[config.mk]
export PLATFORM = sky130hd
export DESIGN_NAME = ackfifo_ctrl
export DESIGN_NICKNAME = d
export VERILOG_FILES = /design/src/rtl/ackfifo_pkg.sv /design/src/rtl/ackfifo_skid.sv /design/src/rtl/ackfifo_ctrl.sv
export SDC_FILE = /design/constraint.sdc
export NUM_CORES = 1
export LEC_CHECK = 0
export ABC_AREA = 1
export CAP_MARGIN = 20
export CORE_ASPECT_RATIO = 0.8
export CORE_MARGIN = 2
export CORE_UTILIZATION = 50
export DETAILED_ROUTE_END_ITERATION = 10
export PLACE_DENSITY = 0.77
export SLEW_MARGIN = 30
export SYNTH_ARGS = -nofsm -noshare
export SYNTH_HDL_FRONTEND = slang
export SYNTH_HIERARCHICAL = 1
export SYNTH_SLANG_ARGS = --single-unit
[constraint.sdc]
create_clock -name CLOCK -period 5.3 [get_ports CLOCK]
set_clock_uncertainty 0.15 [all_clocks]
set_input_delay 0.795 -clock CLOCK [delete_from_list [all_inputs] [get_ports CLOCK]]
set_output_delay 0.795 -clock CLOCK [all_outputs]
set_load 0.05 [all_outputs]
[src/rtl/ackfifo_pkg.sv]
// Shared defaults, sizing helper and count type for the ACKFIFO controller.
package ackfifo_pkg;

  function automatic int clog2_f(input int v);
    int r;
    r = 0;
    while ((1 << r) < v) r++;
    return r;
  endfunction

  localparam int DEF_WIDTH    = 32;
  localparam int DEF_DEPTH    = 128;
  localparam int DEF_AW       = clog2_f(DEF_DEPTH);
  localparam int DEF_RD_LAT   = 2;
  localparam int DEF_SKID     = DEF_RD_LAT + 1;
  localparam int DEF_AFULL_TH = 124;

  typedef logic [DEF_AW:0] count_t;

endpackage

[src/rtl/ackfifo_skid.sv]
// Small circular output buffer that holds prefetched RAM words; the head
// word comes straight from registered storage so Q never sees RAM timing.
module ackfifo_skid
  import ackfifo_pkg::*;
#(
  parameter int WIDTH = DEF_WIDTH,
  parameter int SKID  = DEF_SKID,
  parameter int CW    = clog2_f(SKID + 1)
) (
  input  logic             clk_i,
  input  logic             rst_i,
  input  logic             push_i,
  input  logic [WIDTH-1:0] push_data_i,
  input  logic             pop_i,
  output logic [WIDTH-1:0] head_o,
  output logic [CW-1:0]    count_o,
  output logic             empty_o
);

  localparam int IW = (SKID > 1) ? clog2_f(SKID) : 1;

  logic [WIDTH-1:0] mem_q [SKID];
  logic [IW-1:0]    wr_q, wr_d, rd_q, rd_d;
  logic [CW-1:0]    cnt_q, cnt_d;

  function automatic logic [IW-1:0] wrap_inc(input logic [IW-1:0] idx);
    return (idx == IW'(SKID - 1)) ? '0 : idx + 1'b1;
  endfunction

  always_comb begin
    wr_d  = push_i ? wrap_inc(wr_q) : wr_q;
    rd_d  = pop_i ? wrap_inc(rd_q) : rd_q;
    cnt_d = cnt_q + CW'(push_i) - CW'(pop_i);
  end

  always_ff @(posedge clk_i) begin
    if (rst_i) begin
      for (int i = 0; i < SKID; i++) mem_q[i] <= '0;
      wr_q  <= '0;
      rd_q  <= '0;
      cnt_q <= '0;
    end else begin
      if (push_i) mem_q[wr_q] <= push_data_i;
      wr_q  <= wr_d;
      rd_q  <= rd_d;
      cnt_q <= cnt_d;
    end
  end

  assign head_o  = mem_q[rd_q];
  assign count_o = cnt_q;
  assign empty_o = (cnt_q == '0);

endmodule

[src/rtl/ackfifo_ctrl.sv]
// FWFT FIFO controller for the ACKFIFO USRAM: pointers, occupancy, read
// prefetch with credit control into a skid buffer, and status flags.
module ackfifo_ctrl
  import ackfifo_pkg::*;
#(
  parameter int WIDTH    = DEF_WIDTH,
  parameter int DEPTH    = DEF_DEPTH,
  parameter int AW       = DEF_AW,
  parameter int RD_LAT   = DEF_RD_LAT,
  parameter int AFULL_TH = DEF_AFULL_TH
) (
  input  logic             CLOCK,
  input  logic             RESET,
  input  logic             WE,
  input  logic [WIDTH-1:0] DATA,
  output logic             FULL,
  output logic             AFULL,
  input  logic             RE,
  output logic [WIDTH-1:0] Q,
  output logic             EMPTY,
  output logic [AW:0]      COUNT,
  output logic             OVERFLOW,
  output logic             UNDERFLOW,
  output logic [AW-1:0]    RAM_WADDR,
  output logic [WIDTH-1:0] RAM_WDATA,
  output logic             RAM_WEN,
  output logic [AW-1:0]    RAM_RADDR,
  output logic             RAM_REN,
  input  logic [WIDTH-1:0] RAM_RDATA
);

  localparam int SKID = RD_LAT + 1;
  localparam int SW   = clog2_f(SKID + 1);

  logic [AW-1:0]     wptr_q, wptr_d, rptr_q, rptr_d;
  logic [AW:0]       count_q, count_d, ram_cnt_q, ram_cnt_d;
  logic [RD_LAT-1:0] pipe_q, pipe_d;
  logic [SW-1:0]     skid_cnt, inflight, occ;
  logic              skid_empty, push, pop, fetch, capture;

  always_comb begin
    inflight = '0;
    for (int i = 0; i < RD_LAT; i++) inflight = inflight + SW'(pipe_q[i]);
  end

  assign occ     = inflight + skid_cnt;
  assign push    = WE & ~FULL;
  assign pop     = RE & ~skid_empty;
  // A same-cycle pop frees its slot before any new fetch can land, so it
  // counts as credit; this is what lets a full pipeline stream at 1/cycle.
  assign fetch   = (ram_cnt_q != '0) & ((occ < SW'(SKID)) | pop);
  assign capture = pipe_q[RD_LAT-1];

  always_comb begin
    wptr_d    = wptr_q + AW'(push);
    rptr_d    = rptr_q + AW'(fetch);
    count_d   = count_q + (AW+1)'(push) - (AW+1)'(pop);
    ram_cnt_d = ram_cnt_q + (AW+1)'(push) - (AW+1)'(fetch);
    pipe_d    = (pipe_q << 1) | RD_LAT'(fetch);
  end

  always_ff @(posedge CLOCK) begin
    if (RESET) begin
      wptr_q    <= '0;
      rptr_q    <= '0;
      count_q   <= '0;
      ram_cnt_q <= '0;
      pipe_q    <= '0;
    end else begin
      wptr_q    <= wptr_d;
      rptr_q    <= rptr_d;
      count_q   <= count_d;
      ram_cnt_q <= ram_cnt_d;
      pipe_q    <= pipe_d;
    end
  end

  ackfifo_skid #(
    .WIDTH(WIDTH),
    .SKID (SKID),
    .CW   (SW)
  ) u_skid (
    .clk_i      (CLOCK),
    .rst_i      (RESET),
    .push_i     (capture),
    .push_data_i(RAM_RDATA),
    .pop_i      (pop),
    .head_o     (Q),
    .count_o    (skid_cnt),
    .empty_o    (skid_empty)
  );

  assign EMPTY     = skid_empty;
  assign FULL      = (count_q == (AW+1)'(DEPTH));
  assign AFULL     = (count_q >= (AW+1)'(AFULL_TH));
  assign COUNT     = count_q;
  assign OVERFLOW  = WE & FULL;
  assign UNDERFLOW = RE & skid_empty;
  assign RAM_WADDR = wptr_q;
  assign RAM_WDATA = DATA;
  assign RAM_WEN   = push;
  assign RAM_RADDR = rptr_q;
  assign RAM_REN   = fetch;

endmodule
## Word-level counts from Yosys, hierarchy flattened

Memory sizes are Yosys's and may differ from the RTL's. A register that Yosys moved wholly into a read port is not among the register bits.
Cells that the tools add are included.

| storage, ports and cells | value |
|---|---|
| RAM bits | 96 |
| memories kept | 1 |
| bits of input ports | 68 |
| register bits | 38 |
| output and inout bits | 93 |
| memory bits (read-only) | 0 |
| logic and storage cells | 50 |
| bits in latches | 0 |

| cells by class | value |
|---|---|
| shifts and indexed selects | 0 |
| div/mod/pow operators | 0 |
| $lt $le $gt $ge | 2 |
| reductions and logical operators | 3 |
| $mul | 0 |
| eq/ne operators | 3 |
| add/subtract/negate cells | 12 |
| mux-type cells | 12 |
| bitwise logic cells | 9 |

Memories:

| memory | depth | bits a word | rd ports | clocked after memory_dff | write ports | line | text |
|---|---|---|---|---|---|---|---|
| u_skid.mem_q | 3 | 32 | 1 | 1 | 3 | ackfifo_skid.sv:22 | `logic [WIDTH-1:0] mem_q [SKID];` |

Operators by type and width:

| cell | count |
|---|---|
| $mux 32 | 1 |
| $reduce_or 32->1 | 1 |
| $add 8x1->8 | 2 |
| $sub 8x1->8 | 2 |
| $add 7x1->7 | 2 |
| $mux 2 | 5 |
| $eq 8x8->1 const B | 1 |
| $ge 8x7->1 const B | 1 |
| $reduce_bool 8->1 | 1 |
| $mux 1 | 6 |
| $and 1x1->1 | 5 |
| $add 2x1->2 const B | 2 |
| $eq 2x2->1 const B | 2 |
| $add 1x1->2 | 1 |
| $add 2x1->2 | 1 |
| $add 2x2->2 | 1 |
| $logic_not 2->1 | 1 |
| $lt 2x2->1 const B | 1 |
| $not 1->1 | 2 |
| $or 2x1->2 | 1 |
| $sub 2x1->2 | 1 |
| $or 1x1->1 | 1 |

## Depth between registers and ports, before layout

| logic depth | value |
|---|---|
| depth in word-level cells | 6 |
| gate-level depth with buffers | 16 |
| gate-level depth less buffers | 16 |

## Cells and area by module

The synthesis kept the hierarchy.

Modules (own cells, without submodules):

| module | cells an instance | instances | seq. area each (µm²) | area each (µm²) |
|---|---|---|---|---|
| ackfifo_skid | 556 | 1 | 4003.8 | 6117.1 |
| ackfifo_ctrl | 300 | 1 | 640.6 | 2185.8 |

## Worst setup path before layout

Ideal clock, no wire load.

| timing | value |
|---|---|
| path kind | register to register |
| start point | register u_skid.cnt_q[1] (netlist: u_skid/count_o[1]) |
| end point | register ram_cnt_q[4] |
| data required time | 5037 ps |
| slack | 1626 ps |
| library setup time | 113 ps |
| cell stages (with the launch flop) | 15 |
| path buffers | 0 |
| arrival time | 3411 ps |
| clock period less this slack | 3674 ps |
| cells stage by stage | dfxtp_1 nor2_1 nor2_1 or2_2 o22ai_1 inv_1 ha_1 inv_1 ha_1 fa_1 nand2_1 nand3_1 and2_1 nor2_1 nor2_1 |

| between the ends | value |
|---|---|
| cells in the longest elaborated chain, start to end | 6 |
| elaborated cells on any way between the ends | 8 |
| classes of those cells | add/sub (2); order compare (1); bitwise (4); reduce/logical (1) |

RTL lines:

| item | line | text |
|---|---|---|
| from (decl) | ackfifo_skid.sv:24 | `logic [CW-1:0] cnt_q, cnt_d;` |
| from (signal assigned) | ackfifo_skid.sv:46 | `cnt_q <= cnt_d;` |
| $logic_not 2->1 | ackfifo_skid.sv:52 | `assign empty_o = (cnt_q == '0);` |
| named net EMPTY | ackfifo_ctrl.sv:20 | `output logic EMPTY,` |
| $not 1->1 | ackfifo_ctrl.sv:48 | `assign pop = RE & ~skid_empty;` |
| $and 1x1->1 | ackfifo_ctrl.sv:48 |  |
| named net pop | ackfifo_ctrl.sv:39 | `logic skid_empty, push, pop, fetch, capture;` |
| $or 1x1->1 | ackfifo_ctrl.sv:51 | `assign fetch = (ram_cnt_q != '0) & ((occ < SW'(SKID)) \| pop);` |
| $and 1x1->1 | ackfifo_ctrl.sv:51 |  |
| named net RAM_REN | ackfifo_ctrl.sv:28 | `output logic RAM_REN,` |
| $sub 8x1->8 | ackfifo_ctrl.sv:58 | `ram_cnt_d = ram_cnt_q + (AW+1)'(push) - (AW+1)'(fetch);` |
| to (signal assigned) | ackfifo_ctrl.sv:73 | `ram_cnt_q <= ram_cnt_d;` |
| to (decl) | ackfifo_ctrl.sv:36 | `logic [AW:0] count_q, count_d, ram_cnt_q, ram_cnt_d;` |

The timed path passes the listed nets, and every way through them passes these cells.
A chain may end at the register's enable or synchronous reset.

## Final worst setup path

| timing | value |
|---|---|
| start point | input port RE |
| end point | output port RAM_REN |

| between the ends | value |
|---|---|
| cells in the longest elaborated chain, start to end | 3 |

RTL lines:

| item | line | text |
|---|---|---|
| from (decl) | ackfifo_ctrl.sv:18 | `input logic RE,` |
| $and 1x1->1 | ackfifo_ctrl.sv:48 |  |
| named net pop | ackfifo_ctrl.sv:39 |  |
| $or 1x1->1 | ackfifo_ctrl.sv:51 |  |
| $and 1x1->1 | ackfifo_ctrl.sv:51 |  |
| to (decl) | ackfifo_ctrl.sv:28 |  |

The timed path passes the listed nets, and every way through them passes these cells.

==> flow_summary.ini <==
[run_status]
outcome = finished, final reports clean

[die]
core_um2 = 16400
die_h_um = 119
dieArea_um2 = 17700
start_util = 0.506
io_pins = 161
die_w_um = 148
rows = 42

[synth]
netlist_instances = 856
ys_ff_latch = 168
async_reset_ff_frac = 0
yosysUniqueCellTypes = 26
synth-seq-area-share = 0.559
syn_avg_cell_area_um2 = 9.70
synth_fp_nets = 958
synth_edf_count = 128
synthFlopType = edfxtp_1
syn_area_um2 = 8300
yosys_warnings = 6

[sta]
setup_violations = 0
hold_viol = 0
slew_headroom = 0.390
maxSlewViolCount = 0
max_freq_mhz = 266
finalCritPeriodShare = 0.710
tightest_slew_ps = 912
tns_ps = 0
final.min_clock_period_ps = 3760
rsz0062_at_grt = false
hold-worst-slack_ps = 323

[power_and_ir_drop]
clkPwrFrac = 0.228
leakage_nw = 4.09
power.switching_mw = 2.12
pwr-share-seq = 0.330
ir_worst_vdd_v = 0.000330
p_sw_frac = 0.412
pwr-share-comb = 0.442
intPower_mw = 3.03
power_density_nw_per_um2 = 530

[grt]
grt_use_total = 0.185
grt_pass1_vias = 5525
grt_first_pass_wirelength_mm = 25.9
grt_overflow = 0
antenna_found_initial = 0
grt_max_degree = 110

[route]
drcViolationCount = 0
vias = 5495
viasPerCell = 4.80
finalWirelength_mm = 15.6
wl_per_cell_um = 13.6
first_pass_iters = 4
postRouteAntennaNets = 0
drtIter0Drc = 371

[placed_design]
dp_hpwl_mm = 10.1
portBuffers = 96
gp_congestion = 0.781
placed_area_um2 = 9130
dpl.cell_count = 1114

[worst_setup_path]
end_kind = output pin
path_max_fanout = 6
cp-start-kind = input port
criticalPathCategory = input port to output pin
cp_data_arrival_time_ps = 2820
cp.required_ps = 4360

[layout]
fillers = 1342
final_area_um2 = 9720
multi_input_area_um2 = 2550
layoutNonFillerInstCount = 1144
final_util = 0.593
synthToLayoutAreaGrowth_pct = 17.0
antenna_cells = 0
fin_nets = 1016
seqCellArea_um2 = 4650
layout-drive-gt1-share = 0.0974

[clock_network]
clock_sinks = 168
holdBufCountCts = 0
ctsHtreeMaxLevel = 4
clkTransAtPathRegs_ps = 60
postCtsSetupBuffers = 0
cts_resized = 0
clkLatencyLatePin_ps = 420
cts_tree = yes
clk_path_buf_depth = 2
cts_inserted_buffers = 17
cts_root_buf = clkbuf_16

[worst_hold_path]
hold_class = flop to flop

[run]
maxCapViolCount = 0
==> cell type report <==
cell class,count,area share
clock inverters,12,0.0131
inverters,168,0.0649
repair buffers,104,0.109
clock buffers,17,0.0438
well taps,220,0.0283
flip-flops and latches,168,0.479
multi-input cells,455,0.262
==> power by group through the flow <==
stage               combinational [mW]  sequential, mW  clock (mW)
floorplan                         1.65            1.79           0
global placement                  2.16            1.78           0
detailed placement                2.21            1.79           0
CTS                               2.22            1.76        1.19
global route                      2.52            1.72        1.24
finish                            2.27            1.70        1.17
==> through the flow <==
step           total power, mW  setup slack (ps)
6_report                  5.14              1540
3_5_place_dp              3.99              1520
3_3_place_gp              3.94              1540
5_1_grt                   5.48              1370
4_1_cts                   5.17              1400
2_1_floorplan             3.44              1630
==> cell usage after synthesis (4+ instances only) <==
cell type / count / area (um2)
a21oi_1: 50 / 250
buf_2: 16 / 80.1
buf_4: 32 / 240
buf_6: 14 / 158
dfxtp_1: 40 / 801
edfxtp_1: 128 / 3840
ha_1: 31 / 388
inv_1: 168 / 631
nand2_1: 116 / 435
nand3_1: 24 / 120
nor2_1: 109 / 409
nor2_2: 34 / 213
o211ai_1: 22 / 165
o211ai_2: 10 / 125
o21ai_0: 38 / 190
xnor2_1: 4 / 35.0
xor2_1: 4 / 35.0
==> flip-flops by register name, indices dropped and copies added, names as in the netlist, named ones only <==
register	flops
ram_cnt_q	8
u_skid/count_o	2
RAM_WADDR	7
u_skid/mem_q	128
COUNT	8
RAM_RADDR	7
u_skid/wr_q	2
pipe_q	2
u_skid/rd_q	2
==> layer usage <==
metal,track usage,part of all wire,vias up
li1,-,-,2815
met1,0.237,0.45,2551
met2,0.307,0.48,108
met5,0,0,-
met3,0.0387,0.052,21
met4,0.0786,0.019,0
==> cell usage in the layout, fill, tap and decap left out, types with 4 or more instances in the layout <==
cell type	instances
o211ai_1	22
a21oi_1	50
buf_4	5
o211ai_2	10
nand2_1	115
clkbuf_16	17
nor2_1	108
ha_1	31
xnor2_1	4
clkdlybuf4s50_1	96
nor2_2	34
edfxtp_1	128
o21ai_0	38
nand3_1	24
xor2_1	4
inv_1	168
dfxtp_1	38
==> critical path: stages <==
cell and delay (ps):
clkdlybuf4s50_1 470, inv_1 40, nor2_1 320, or2_2 190, o22ai_1 70, inv_1 120, clkdlybuf4s50_1 810
==> worst paths after layout <==
check | from | endpoint | slack [ps] | depth (start not counted)
worst max-delay path | RE | RAM_REN | 1540 | 7
worst min-delay path | pipe_q[0]$_SDFF_PP0_ | pipe_q[1]$_SDFF_PP0_ | 320 | 2
worst max register to register | pipe_q[1]$_SDFF_PP0_ | ram_cnt_q[4]$_SDFF_PP0_ | 2210 | 14
worst min register to register | pipe_q[0]$_SDFF_PP0_ | pipe_q[1]$_SDFF_PP0_ | 320 | 2
==> cells by family after synthesis <==
logic type,after synthesis,synth area share
compound gates,121,0.0888
buf+inv,233,0.135
xor+xnor,8,0.00844
simple gates,292,0.155
flops,168,0.559
fa+ha+maj,34,0.0539
Power figures use the tool's default switching activity.
